--- src/rtl/keypad_pkg.sv ---
// keypad_pkg
//   Shared types and the key-code table for the 4x4 keypad scanner.
//   kp_state_t : debounce FSM states
//   kp_pos_t   : (row, col) position of a single pressed key
//   kp_scan_t  : classification of one complete four-column scan
//   KEY_MAP    : code table indexed by {row, col}
package keypad_pkg;

   typedef enum logic [1:0] {IDLE, DEBOUNCE, PRESSED, RELEASE} kp_state_t;

   typedef struct packed {
      logic [1:0] row;
      logic [1:0] col;
   } kp_pos_t;

   typedef enum logic [1:0] {NONE, SINGLE, MULTI} kp_scan_t;

   // Row-major keypad legend: r0 "1 2 3 A", r1 "4 5 6 B", r2 "7 8 9 C", r3 "* 0 # D"
   // with * encoded as E and # encoded as F.
   localparam logic [3:0] KEY_MAP [16] = '{
      4'h1, 4'h2, 4'h3, 4'hA,
      4'h4, 4'h5, 4'h6, 4'hB,
      4'h7, 4'h8, 4'h9, 4'hC,
      4'hE, 4'h0, 4'hF, 4'hD
   };

   function automatic logic [3:0] key_of(input kp_pos_t p);
      return KEY_MAP[{p.row, p.col}];
   endfunction

endpackage

--- src/rtl/kp_col_driver.sv ---
// kp_col_driver
//   Column strobe generator. Each column is driven low for SCAN_DIV clocks;
//   sample_stb is high on the last dwell cycle of the current column, and the
//   ring advances to the next column on the following edge.
//   clk        : system clock
//   rst        : synchronous active-high reset (returns to column 0)
//   col_out    : one-cold active-low column strobes, registered
//   col_idx    : index of the column currently driven
//   sample_stb : rows should be sampled for col_idx this cycle
module kp_col_driver
   import keypad_pkg::*;
#(
   parameter int SCAN_DIV = 50_000
) (
   input  logic       clk,
   input  logic       rst,
   output logic [3:0] col_out,
   output logic [1:0] col_idx,
   output logic       sample_stb
);

   localparam int            DW         = $clog2(SCAN_DIV);
   localparam logic [DW-1:0] DWELL_LAST = DW'(SCAN_DIV - 1);

   logic [DW-1:0] dwell_q, dwell_d;
   logic [1:0]    col_q,   col_d;
   logic [3:0]    strobe_q, strobe_d;

   always_comb begin
      dwell_d  = dwell_q + 1'b1;
      col_d    = col_q;
      strobe_d = strobe_q;
      if (dwell_q == DWELL_LAST) begin
         dwell_d  = '0;
         col_d    = col_q + 2'd1;
         // Rotate the single zero one place left: col 0 -> 1 -> 2 -> 3 -> 0.
         strobe_d = {strobe_q[2:0], strobe_q[3]};
      end
   end

   always_ff @(posedge clk) begin
      if (rst) begin
         dwell_q  <= '0;
         col_q    <= 2'd0;
         strobe_q <= 4'b1110;
      end else begin
         dwell_q  <= dwell_d;
         col_q    <= col_d;
         strobe_q <= strobe_d;
      end
   end

   assign col_out    = strobe_q;
   assign col_idx    = col_q;
   assign sample_stb = (dwell_q == DWELL_LAST);

endmodule

--- src/rtl/keypad_matrix_scanner.sv ---
// keypad_matrix_scanner
//   Scans a 4x4 membrane keypad, classifies each full scan, debounces over
//   DEBOUNCE_SCANS identical scans and emits one key code per press.
//   clk       : system clock
//   rst       : synchronous active-high reset
//   row_in    : keypad rows, active-low, asynchronous to clk
//   col_out   : column strobes, one-cold active-low
//   key_code  : last accepted key code, held until the next accept
//   key_valid : one-cycle pulse when a new key is accepted
//   key_held  : high while the accepted key remains debounced-pressed
module keypad_matrix_scanner
   import keypad_pkg::*;
#(
   parameter int SCAN_DIV       = 50_000,
   parameter int DEBOUNCE_SCANS = 4
) (
   input  logic       clk,
   input  logic       rst,
   input  logic [3:0] row_in,
   output logic [3:0] col_out,
   output logic [3:0] key_code,
   output logic       key_valid,
   output logic       key_held
);

   localparam int            CW       = $clog2(DEBOUNCE_SCANS + 1);
   localparam logic [CW-1:0] CNT_ONE  = CW'(1);
   // Count value whose next matching scan completes the debounce window.
   localparam logic [CW-1:0] CNT_PRE  = CW'(DEBOUNCE_SCANS - 1);

   logic [1:0] col_idx;
   logic       sample_stb;

   kp_col_driver #(.SCAN_DIV(SCAN_DIV)) u_col_driver (
      .clk        (clk),
      .rst        (rst),
      .col_out    (col_out),
      .col_idx    (col_idx),
      .sample_stb (sample_stb)
   );

   // Two-flop synchronizer on the raw rows.
   logic [3:0] row_meta_q, row_sync_q;

   // Scan accumulator: number of low row bits seen so far this scan
   // (saturating at 2, which already means MULTI) and the position of the
   // most recent lone low bit.
   logic [1:0] low_cnt_q,   low_cnt_d;
   kp_pos_t    pos_q,       pos_d;
   kp_scan_t   scan_res_q,  scan_res_d;
   kp_pos_t    scan_pos_q,  scan_pos_d;
   logic       scan_done_q, scan_done_d;

   // Debounce FSM and outputs.
   kp_state_t     state_q,     state_d;
   kp_pos_t       cand_q,      cand_d;
   logic [CW-1:0] cnt_q,       cnt_d;
   logic [3:0]    key_code_q,  key_code_d;
   logic          key_valid_q, key_valid_d;
   logic          key_held_q,  key_held_d;

   logic [3:0] rows_low;
   logic [2:0] n_low;
   logic [1:0] low_row;
   logic [2:0] low_sum;
   logic [1:0] low_tot;

   always_comb begin
      rows_low = ~row_sync_q;
      n_low    = '0;
      low_row  = '0;
      for (int i = 0; i < 4; i++) begin
         if (rows_low[i]) begin
            n_low   = n_low + 3'd1;
            low_row = 2'(i);
         end
      end
      low_sum = 3'(low_cnt_q) + n_low;
      low_tot = (low_sum >= 3'd2) ? 2'd2 : low_sum[1:0];

      low_cnt_d   = low_cnt_q;
      pos_d       = pos_q;
      scan_res_d  = scan_res_q;
      scan_pos_d  = scan_pos_q;
      scan_done_d = 1'b0;
      if (sample_stb) begin
         if (n_low == 3'd1) begin
            pos_d = '{row: low_row, col: col_idx};
         end
         if (col_idx == 2'd3) begin
            // Column 3 closes the scan: publish the result and start afresh.
            scan_done_d = 1'b1;
            low_cnt_d   = 2'd0;
            scan_pos_d  = pos_d;
            scan_res_d  = (low_tot == 2'd0) ? NONE :
                          (low_tot == 2'd1) ? SINGLE : MULTI;
         end else begin
            low_cnt_d = low_tot;
         end
      end
   end

   always_comb begin
      state_d     = state_q;
      cand_d      = cand_q;
      cnt_d       = cnt_q;
      key_code_d  = key_code_q;
      key_valid_d = 1'b0;
      key_held_d  = key_held_q;
      if (scan_done_q) begin
         unique case (state_q)
            IDLE: begin
               if (scan_res_q == SINGLE) begin
                  cand_d = scan_pos_q;
                  if (DEBOUNCE_SCANS == 1) begin
                     state_d     = PRESSED;
                     key_code_d  = key_of(scan_pos_q);
                     key_valid_d = 1'b1;
                     key_held_d  = 1'b1;
                     cnt_d       = '0;
                  end else begin
                     state_d = DEBOUNCE;
                     cnt_d   = CNT_ONE;
                  end
               end
            end
            DEBOUNCE: begin
               if (scan_res_q == SINGLE) begin
                  if (scan_pos_q == cand_q) begin
                     if (cnt_q == CNT_PRE) begin
                        state_d     = PRESSED;
                        key_code_d  = key_of(cand_q);
                        key_valid_d = 1'b1;
                        key_held_d  = 1'b1;
                        cnt_d       = '0;
                     end else begin
                        cnt_d = cnt_q + 1'b1;
                     end
                  end else begin
                     cand_d = scan_pos_q;
                     cnt_d  = CNT_ONE;
                  end
               end else begin
                  state_d = IDLE;
                  cnt_d   = '0;
               end
            end
            PRESSED: begin
               // Only a clean NONE scan starts the release; extra keys are ignored.
               if (scan_res_q == NONE) begin
                  if (DEBOUNCE_SCANS == 1) begin
                     state_d    = IDLE;
                     key_held_d = 1'b0;
                     cnt_d      = '0;
                  end else begin
                     state_d = RELEASE;
                     cnt_d   = CNT_ONE;
                  end
               end
            end
            RELEASE: begin
               if (scan_res_q == NONE) begin
                  if (cnt_q == CNT_PRE) begin
                     state_d    = IDLE;
                     key_held_d = 1'b0;
                     cnt_d      = '0;
                  end else begin
                     cnt_d = cnt_q + 1'b1;
                  end
               end else begin
                  state_d = PRESSED;
                  cnt_d   = '0;
               end
            end
            default: state_d = IDLE;
         endcase
      end
   end

   always_ff @(posedge clk) begin
      if (rst) begin
         row_meta_q  <= 4'hF;
         row_sync_q  <= 4'hF;
         low_cnt_q   <= 2'd0;
         pos_q       <= '0;
         scan_res_q  <= NONE;
         scan_pos_q  <= '0;
         scan_done_q <= 1'b0;
         state_q     <= IDLE;
         cand_q      <= '0;
         cnt_q       <= '0;
         key_code_q  <= 4'h0;
         key_valid_q <= 1'b0;
         key_held_q  <= 1'b0;
      end else begin
         row_meta_q  <= row_in;
         row_sync_q  <= row_meta_q;
         low_cnt_q   <= low_cnt_d;
         pos_q       <= pos_d;
         scan_res_q  <= scan_res_d;
         scan_pos_q  <= scan_pos_d;
         scan_done_q <= scan_done_d;
         state_q     <= state_d;
         cand_q      <= cand_d;
         cnt_q       <= cnt_d;
         key_code_q  <= key_code_d;
         key_valid_q <= key_valid_d;
         key_held_q  <= key_held_d;
      end
   end

   assign key_code  = key_code_q;
   assign key_valid = key_valid_q;
   assign key_held  = key_held_q;

endmodule

--- config.mk ---
export PLATFORM = sky130hd
export DESIGN_NAME = keypad_matrix_scanner
export DESIGN_NICKNAME = d
export VERILOG_FILES = /design/src/rtl/keypad_pkg.sv /design/src/rtl/kp_col_driver.sv /design/src/rtl/keypad_matrix_scanner.sv
export SDC_FILE = /design/constraint.sdc
export NUM_CORES = 1
export LEC_CHECK = 0
export CORE_ASPECT_RATIO = 1.4
export CORE_MARGIN = 1.5
export CORE_UTILIZATION = 60
export DETAILED_ROUTE_END_ITERATION = 6
export PLACE_DENSITY = 0.84
export SYNTH_ARGS = -nofsm -noshare
export SYNTH_HDL_FRONTEND = slang
export SYNTH_SLANG_ARGS = --single-unit
--- constraint.sdc ---
create_clock -name clk -period 4.65 [get_ports clk]
set_clock_uncertainty 0.15 [all_clocks]
set_input_delay 0.93 -clock clk [delete_from_list [all_inputs] [get_ports clk]]
set_output_delay 0.93 -clock clk [all_outputs]
set_load 0.1 [all_outputs]
==> run metrics <==
die outline area between 4000 and 5000 sq um; count of different cell masters after synthesis 47; crit share post-route a little over three fifths; largest net degree at the start of global routing 21; post-CTS sizing 0; Syn Inst Count ~280; DRC viols 0; yosys warns 0; share of cells above drive strength 1 11.6%; Seq/Total Area, Yosys between 40% and 50%; Clock Tree Buf Depth 2; first-pass GRT wire length about 7.6 mm; clock root cell clkbuf_8; Max stage delay on crit path ~1200 ps; compound-cell area share of the yosys netlist 11.5%; min Tclk post-route 2920 ps; Die Wd 59.5 um; Syn Nets 302; VDD IR max 0.230 mV; DR vias 1960; total gr overflow 0; CP Max Fanout 3; P&R area growth vs syn 13.0%; FF-to-FF path depth 9; CTS tree done; count of final max-slew check failures 0; Max-slew headroom a little over a third; maximum clock frequency roughly 340 MHz; Post-synth EDFFs 0; antenna violations before repair 0; placer congestion estimate ~0.94; DRT Pass-1 Iters 4; Starting Density 62.8%; H-tree levels 3; final setup violation count 0; Setup CP Type reg2out; post-synthesis instance area between 2000 and 3000 sq um; Post-Synth Adder-Cell Area under 10%; Cells after DPL roughly 350; multiplexer share of the synthesized area 5.41%; IO Pins 16; Setup TNS 0 ps; ant diodes 0; # Post-CTS Setup Buffers 0; Fin. Hold Viols 0; hold_buf cts 0; Avg Synthesized Cell Area between 9 and 10 sq um; cell-by-cell listing of the critical path clkdlybuf4s50_1; CP max stage cell clkdlybuf4s50_1; drt wl/cell about 13 um; Primary FF master, synth dfxtp_1; Post-Place Cell Area 2860 sq um; Worst Path Arrival about 1800 ps; XOR/XNOR Fraction of Synth Area under 10%; nets between 300 and 400; crit path launch type flop; RSZ-0062 raised after global routing false; drt initial violations 57; Layout Cells excl Fill 363; DIE HEIGHT between 80 and 90 um; power density cells about 310 nW/um^2; leakage power roughly 1.1 nW; IO buf count 15; clock latency on the worst-skew pair approximately 330 ps; status complete, no violations; post-DP HPWL between 3 and 4 mm; count of state elements after synthesis between 50 and 60; Synth async-reset ratio 0%; Simple-Gate Fraction of Synth Area 22.0%; Req. time, crit path 3570 ps; row count 28; number of CTS-inserted buffers 9; WP buf/inv 1; largest family of logic cells by synthesized area simple AND/OR/NAND/NOR gates; post-route cell area 3030 sq um; worst-margin pin slew around 1000 ps; Crit path max-delay family buffers and inverters; crit end category output pin; clock-pin slew on the worst setup and hold paths roughly 60 ps; # fillers 353; gr usage total between 20% and 30%; vias in the first global route 1841; Hold Crit Class reg2reg; Hold Crit Depth 1; vias per cell 5.40; Crit path depth 1; max-cap viol count 0; final wirelength ~4.6 mm; Routed Antenna Nets 0; core area between 4000 and 5000 sq um; Clock Sinks 58
-- layout by cell type (no fill, tap or decap), types with 2 or more instances in the layout --
cell,netlist,layout
a211oi_1,7,7
a211oi_2,3,3
a21oi_1,8,8
a22o_1,5,5
a31oi_1,2,2
and2_1,3,3
clkbuf_8,0,11
clkdlybuf4s50_1,0,15
clkinv_2,0,3
dfxtp_1,58,58
ha_1,12,12
inv_1,9,9
mux2_2,2,2
mux2i_1,10,10
nand2_1,14,14
nand2b_1,4,4
nand3_1,7,7
nand3b_1,2,2
nand4_1,5,5
nand4b_1,2,2
nor2_1,44,44
nor2b_1,5,5
nor3_1,5,5
nor3b_1,2,2
nor3b_2,2,2
o21ai_0,4,4
o21ai_1,2,2
o22a_1,3,3
o31ai_1,2,2
o41ai_1,2,2
or2_2,10,10
xnor2_1,16,16
xor2_1,9,9
-- metal layers --
metal | track usage (%) | wire length (um)
met1 | 21.2 | 1980
met2 | 36.8 | 2360
met3 | 5.45 | 126
met4 | 13.6 | 137
met5 | 0 | 0
-- report_power, final --
part	internal, W	leakage (nW)	switching (W)
sequential	0.000502	0.470	0.00000452
clock	0.000217	0.0920	0.000182
combinational	0.0000170	0.537	0.0000216
-- Yosys cell counts (2+ instances only) --
master    count  share of area, %
buf_2         2              0.37
mux2i_1      10               3.7
nor3b_1       2              0.56
mux2_2        2              0.84
o41ai_1       2              0.65
inv_1         9               1.3
and2_1        3              0.70
nor2_1       44               6.2
xnor2_1      16               5.2
or2_2        10               2.3
clkbuf_1      7              0.98
nor3b_2       2              0.93
a211oi_1      7               2.0
ha_1         12               5.6
o21ai_1       2              0.37
dfxtp_1      58                43
a31oi_1       2              0.47
o31ai_1       2              0.56
nand2_1      14               2.0
o22a_1        3              0.98
a211oi_2      3               1.4
a22o_1        5               1.6
nand4b_1      2              0.65
nand2b_1      4              0.93
nand3b_1      2              0.56
nor3_1        5              0.93
xor2_1        9               2.9
nand3_1       7               1.3
o21ai_0       4              0.75
nor2b_1       5               1.2
nand4_1       5               1.2
a21oi_1       8               1.5
-- cell families (layout without fill, tap and decap cells) --
family,after synthesis,in the layout
xor+xnor,25,25
mux,13,13
fa+ha+maj,13,13
buf+inv,20,40
flops,58,58
compound gates,42,42
simple gates,112,112
-- metrics by stage --
| stage | total power, W | util (%) | worst slack (ps) | hold slack (ps) |
|---|---|---|---|---|
| 5_1_grt | 0.000983 | 70.9 | 1680 | 267 |
| 2_1_floorplan | 0.000546 | - | 2090 | 239 |
| 4_1_cts | 0.000955 | 70.9 | 1710 | 262 |
| 3_5_place_dp | 0.000557 | 66.9 | 1780 | 249 |
| 6_report | 0.000944 | 70.9 | 1730 | 257 |
| 3_3_place_gp | 0.000555 | 66.9 | 1820 | 243 |
-- path summary, 6_finish.rpt --
path | startpoint | endpoint | slack (ps)
worst max-delay path | u_col_driver.col_out[3]$_SDFFE_PP1N_ | col_out[3] | 1730
worst min-delay path | row_meta_q[1]$_SDFF_PP1_ | row_sync_q[1]$_SDFF_PP1_ | 260
worst min register to register | row_meta_q[1]$_SDFF_PP1_ | row_sync_q[1]$_SDFF_PP1_ | 260
worst max register to register | row_sync_q[0]$_SDFF_PP1_ | low_cnt_q[0]$_SDFFE_PP0N_ | 1880
-- cell type report --
class                      instances  area, sq um  area share (%)
clock buffer                      12          155            5.12
clock inverter                     3         15.0           0.495
inverter                           9         33.8            1.11
multi-input combinational        205         1430            47.3
sequential                        58         1160            38.3
tap                               60         75.1            2.48
timing repair buffer              16          158            5.20
-- registers in the layout, indices dropped and copies added, names as in the netlist --
register	count
key_valid	1
u_col_driver.col_idx	2
low_cnt_q	2
row_meta_q	4
state_q	2
scan_done_q	1
scan_pos_q	4
u_col_driver.dwell_q	16
key_held	1
u_col_driver.col_out	4
cnt_q	3
key_code	4
pos_q	4
cand_q	4
row_sync_q	4
scan_res_q	2
(Power assumes the default switching activity.)
